### src/rtl/seq_alu_acc.sv
// Accumulator ALU with valid/ready handshake. Single-cycle logic/arith ops plus
// iterative shift-add MUL and restoring DIV; registered error code with sticky flag.
module seq_alu_acc #(
    parameter int WIDTH  = 16,
    parameter bit SAT_EN = 1'b0
) (
    input  logic             clk,
    input  logic             rst,
    input  logic             op_valid,
    output logic             op_ready,
    input  logic [3:0]       opcode,
    input  logic             load,
    input  logic [WIDTH-1:0] a_in,
    input  logic [WIDTH-1:0] b_in,
    output logic [WIDTH-1:0] acc_out,
    output logic             done,
    output logic             busy,
    output logic [1:0]       err_code,
    output logic             err_sticky
);

    // state   | meaning
    // IDLE    | ready; single-cycle ops complete at the accept edge
    // MUL_RUN | shift-add multiply, one bit of B per cycle
    // DIV_RUN | restoring divide, one quotient bit per cycle
    // FINISH  | one-cycle done pulse for multi-cycle ops
    typedef enum logic [1:0] {IDLE, MUL_RUN, DIV_RUN, FINISH} state_t;

    localparam int         CW     = $clog2(WIDTH + 1);
    localparam logic [3:0] OP_NOP = 4'd0, OP_AND = 4'd1, OP_NAND = 4'd2, OP_OR  = 4'd3,
                           OP_NOR = 4'd4, OP_XOR = 4'd5, OP_XNOR = 4'd6, OP_NOT = 4'd7,
                           OP_DIV = 4'd8, OP_ADD = 4'd9, OP_SUB  = 4'd10, OP_MUL = 4'd11,
                           OP_SHL = 4'd12, OP_SHR = 4'd13;

    state_t           state, state_nxt;
    logic [CW-1:0]    cnt;
    logic [WIDTH-1:0] op_a, op_b, work;
    logic             accept;
    logic [WIDTH-1:0] a_sel, sum, dif, sat_val, sc_res;
    logic [1:0]       sc_err;
    logic [WIDTH-1:0] mul_work_nxt, div_rem_nxt, div_q_nxt;
    logic [WIDTH:0]   rem_sh, rem_dif;
    logic             div_ge;

    assign accept  = op_valid & (state == IDLE);
    assign a_sel   = load ? a_in : acc_out;
    assign sum     = a_sel + b_in;
    assign dif     = a_sel - b_in;
    assign sat_val = a_sel[WIDTH-1] ? {1'b1, {(WIDTH-1){1'b0}}} : {1'b0, {(WIDTH-1){1'b1}}};

    always_comb begin
        sc_res = acc_out;
        sc_err = 2'd0;
        case (opcode)
            OP_NOP:  sc_res = acc_out;
            OP_AND:  sc_res = a_sel & b_in;
            OP_NAND: sc_res = ~(a_sel & b_in);
            OP_OR:   sc_res = a_sel | b_in;
            OP_NOR:  sc_res = ~(a_sel | b_in);
            OP_XOR:  sc_res = a_sel ^ b_in;
            OP_XNOR: sc_res = ~(a_sel ^ b_in);
            OP_NOT:  sc_res = ~a_sel;
            OP_ADD: begin
                sc_res = sum;
                if ((a_sel[WIDTH-1] == b_in[WIDTH-1]) && (sum[WIDTH-1] != a_sel[WIDTH-1])) begin
                    sc_err = 2'd2;
                    sc_res = SAT_EN ? sat_val : sum;
                end
            end
            OP_SUB: begin
                sc_res = dif;
                if ((a_sel[WIDTH-1] != b_in[WIDTH-1]) && (dif[WIDTH-1] != a_sel[WIDTH-1])) begin
                    sc_err = 2'd2;
                    sc_res = SAT_EN ? sat_val : dif;
                end
            end
            OP_SHL:  sc_res = {a_sel[WIDTH-2:0], 1'b0};
            OP_SHR:  sc_res = {1'b0, a_sel[WIDTH-1:1]};
            OP_DIV, OP_MUL: sc_res = acc_out;
            default: sc_err = 2'd3;
        endcase
    end

    // op_a doubles as shifted multiplicand (MUL) and dividend/quotient shift register (DIV)
    assign mul_work_nxt = op_b[0] ? work + op_a : work;
    assign rem_sh       = {work, op_a[WIDTH-1]};
    assign rem_dif      = rem_sh - {1'b0, op_b};
    assign div_ge       = ~rem_dif[WIDTH];
    assign div_rem_nxt  = div_ge ? rem_dif[WIDTH-1:0] : rem_sh[WIDTH-1:0];
    assign div_q_nxt    = {op_a[WIDTH-2:0], div_ge};

    always_comb begin
        state_nxt = state;
        op_ready  = 1'b0;
        busy      = 1'b0;
        unique case (state)
            IDLE: begin
                op_ready = 1'b1;
                if (accept) begin
                    if (opcode == OP_MUL)      state_nxt = MUL_RUN;
                    else if (opcode == OP_DIV) state_nxt = (b_in == '0) ? FINISH : DIV_RUN;
                end
            end
            MUL_RUN, DIV_RUN: begin
                busy = 1'b1;
                if (cnt == CW'(1)) state_nxt = FINISH;
            end
            FINISH: state_nxt = IDLE;
        endcase
    end

    always_ff @(posedge clk) begin
        if (rst) begin
            state      <= IDLE;
            cnt        <= '0;
            op_a       <= '0;
            op_b       <= '0;
            work       <= '0;
            acc_out    <= '0;
            err_code   <= 2'd0;
            err_sticky <= 1'b0;
            done       <= 1'b0;
        end else begin
            state <= state_nxt;
            done  <= 1'b0;
            case (state)
                IDLE: if (accept) begin
                    op_a <= a_sel;
                    op_b <= b_in;
                    work <= '0;
                    cnt  <= CW'(WIDTH);
                    if (opcode == OP_DIV && b_in == '0) begin
                        err_code   <= 2'd1;
                        err_sticky <= 1'b1;
                        done       <= 1'b1;
                    end else if (opcode != OP_DIV && opcode != OP_MUL) begin
                        acc_out    <= sc_res;
                        err_code   <= sc_err;
                        err_sticky <= err_sticky | (sc_err != 2'd0);
                        done       <= 1'b1;
                    end
                end
                MUL_RUN: begin
                    work <= mul_work_nxt;
                    op_a <= {op_a[WIDTH-2:0], 1'b0};
                    op_b <= {1'b0, op_b[WIDTH-1:1]};
                    cnt  <= cnt - CW'(1);
                    if (cnt == CW'(1)) begin
                        acc_out  <= mul_work_nxt;
                        err_code <= 2'd0;
                        done     <= 1'b1;
                    end
                end
                DIV_RUN: begin
                    work <= div_rem_nxt;
                    op_a <= div_q_nxt;
                    cnt  <= cnt - CW'(1);
                    if (cnt == CW'(1)) begin
                        acc_out  <= div_q_nxt;
                        err_code <= 2'd0;
                        done     <= 1'b1;
                    end
                end
                default: ;
            endcase
        end
    end

endmodule

### config.mk
export PLATFORM = sky130hd
export DESIGN_NAME = seq_alu_acc
export DESIGN_NICKNAME = d
export VERILOG_FILES = /design/src/rtl/seq_alu_acc.sv
export SDC_FILE = /design/constraint.sdc
export NUM_CORES = 1
export LEC_CHECK = 0
export CELL_PAD_IN_SITES_DETAIL_PLACEMENT = 2
export CELL_PAD_IN_SITES_GLOBAL_PLACEMENT = 2
export CORE_UTILIZATION = 39
export CTS_BUF_LIST = sky130_fd_sc_hd__clkbuf_8
export DETAILED_ROUTE_END_ITERATION = 10
export GPL_TIMING_DRIVEN = 0
export MAX_ROUTING_LAYER = met4
export PLACE_DENSITY = 0.95
export REMOVE_ABC_BUFFERS = 1
export SETUP_SLACK_MARGIN = 0.2
export SLEW_MARGIN = 25
export SYNTH_ARGS = -nofsm -noshare
export SYNTH_HDL_FRONTEND = slang
export SYNTH_SLANG_ARGS = --single-unit
### constraint.sdc
create_clock -name clk -period 6 [get_ports clk]
set_clock_uncertainty 0.05 [all_clocks]
set_input_delay 1.2 -clock clk [delete_from_list [all_inputs] [get_ports clk]]
set_output_delay 1.2 -clock clk [all_outputs]
set_load 0.03 [all_outputs]
==> impl_metrics.ini <==
[critical_path]
cp.arrival_ns = 5.83
cp_max_fo = 16
required_ns = 6.25
crit_type = in -> reg
endpoint_kind = register
crit_path_start_kind = input pin

[pwr]
vdd_drop_max_mv = 0.135
p_per_area_mw_per_mm2 = 365
p_leak_nw = 4.03

[cts]
cts_setup_buffers = 0
numClockSinks = 75
clk_path_buf_depth = 2
cts.clk_slew.worst_paths_ns = 0.11
numCtsBuffers = 9
cts_tree = built
htreeDepth = 3
worstSkewPairLatency_ns = 0.40
root_buffer = clkbuf_8
hold_buffers = 0
cts_resized = 0

[routing]
ant_nets = 0
drtIter0Drc = 1175
wl_per_cell_um = 32.0
avgViaCountPerCell = 7.21
firstDrtPassIters = 5
drc = 0
finalWirelength_um = 48300
vias = 10861

[place]
post-dp-hpwl_um = 33200
io_buffers = 61
post-place-cells = 1490
gp_congestion = 0.960

[synth]
avgSynthCellArea_um2 = 7.30
synth.distinct_cells = 81
synth_enable_flop_cells = 0
yosysTopAreaCell = dfxtp_1
yosys_most_used_dff = dfxtp_1
syn-cell-area_mm2 = 0.00888
synth-async-reset-ratio_pct = 0
yosys_register_bits = 75
yosysSeqAreaShare_pct = 16.9
syn_inst = 1216
synth.area.top_cells = dfxtp_1, ha_1, a21oi_1
yosysWarnings = 0
synth_top_area_share_pct = 16.9

[sta]
hold_viol_final = 0
worst_slew_margin_rel_pct = 26.0
rsz0062_at_grt = false
tightest_slew_ns = 1.10
slew_viol_final = 0
max_freq_mhz = 179
period_needed_ns = 5.59
setup_violations = 0
finalCritPeriodShare_pct = 93.1
fin_tns_setup_ns = 0

[global_routing]
grt_usage_pct = 42.3
grt_antenna_before_repair = 0
grt_max_degree = 57
grt_overflow = 0
grt_pass1_vias = 11767
grt_first_pass_wirelength_um = 73800

[min_path]
min_path_type = reg -> reg

[die]
core_mm2 = 0.0221
die_x_um = 153
die-area_mm2 = 0.0234
io_pins = 62
start_util_pct = 40.2
dieHeight_um = 153
num_rows = 54

[final_layout]
fin_nets = 1353
final_cell_mix = nor2_1, a21oi_1, inv_1
drive_gt1_share_pct = 5.95
n_fill_cell = 2478
final_util_pct = 44.8
fin_cells = 1507
area_delta_synth_final_pct = 11.4
final_common_cell = nor2_1

[outcome]
outcome = complete, no violations

[flow_run]
max_cap_viol_count = 0
-- stage by stage --
step / hold slack (ns) / instance area (um^2) / setup slack [ns] / power, W
finish: 0.469 / 9890 / 0.415 / 0.00361
global route: 0.505 / 9890 / 0.310 / 0.00373
CTS: 0.462 / 9870 / 0.756 / 0.00350
detailed placement: 0.441 / 9700 / 0.373 / 0.00302
global placement: 0.410 / 9480 / -0.708 / 0.00279
floorplan: 0.385 / 8520 / 1.77 / 0.00212
-- metal layers --
layer	routed length [um]	up-vias	track usage (%)
li1	-	4530	-
met1	18800	5345	47.9
met2	22300	706	68.0
met3	3850	280	7.85
met4	3390	0	29.1
met5	0	-	-
-- flip-flops by register name (all words and copies together) (netlist names) --
name	count
acc_out	16
err_code	2
cnt	5
err_sticky	1
work	16
state	2
done	1
op_b	16
op_a	16
-- cell families (layout without fill, tap and decap cells) --
group           count (synthesis)  count (layout)  synth area share [%]
compound gates                465             465                  35.4
xor+xnor                       27              27                  2.66
fa+ha+maj                      92              92                  13.3
buf+inv                       167             177                  8.00
flops                          75              75                  16.9
mux                            56              56                  6.44
other cells                     0               1                     0
simple gates                  334             334                  17.3
-- power breakdown --
group | internal, W | leakage [nW] | switching (W)
combinational | 0.000790 | 3.33 | 0.00162
clock | 0.000149 | 0.0864 | 0.000242
sequential | 0.000621 | 0.616 | 0.000189
-- worst max-delay path, stage by stage --
cell and delay (ns):
buf_2 0.50, mux2i_1 0.62, inv_1 0.21, ha_1 0.29
inv_1 0.10, fa_1 0.22, nor2b_1 0.06, o21ai_0 0.44
a31oi_1 0.19, o21ai_0 0.62, a21boi_0 0.35, a211o_1 0.37
a21oi_1 0.16, o21ai_0 0.15, a311oi_1 0.34
-- cell type report --
cell class	count	area, um^2	share of cell area [%]
Antenna cell	1	2.50	0.0253
Tap cell	280	350	3.54
Timing Repair Buffer	69	768	7.77
Multi-Input combinational cell	974	6750	68.3
Clock buffer	9	124	1.25
Sequential cell	75	1500	15.2
Clock inverter	7	46.3	0.468
Inverter	92	345	3.49
-- cells in the mapped netlist, drive strengths merged (9+ instances only) --
library cell  instances
nor2                130
a21oi               113
inv                  90
ha                   88
o21ai                83
nand2                82
dfxtp                75
clkbuf               53
a211oi               48
mux2i                47
nor3                 29
o22ai                29
buf                  22
a22oi                19
a21o                 17
a221oi               14
nand2b               14
o211ai               14
xnor2                14
nand3                13
nor4                 13
o21a                 13
o221ai               13
xor2                 13
a31oi                12
nor2b                11
mux2                  9
nand4                 9
-- path summary, 6_finish.rpt --
| path | cells past startpoint | end | slack (ns) | startpoint |
|---|---|---|---|---|
| setup / recovery | 15 | acc_out[14] | 0.41 | load |
| hold / removal | 2 | acc_out[1] | 0.47 | acc_out[1] |
| setup reg to reg | 12 | work[5] | 1.42 | op_b[0] |
| hold reg to reg | 2 | acc_out[1] | 0.47 | acc_out[1] |
(Power assumes the default switching activity.)
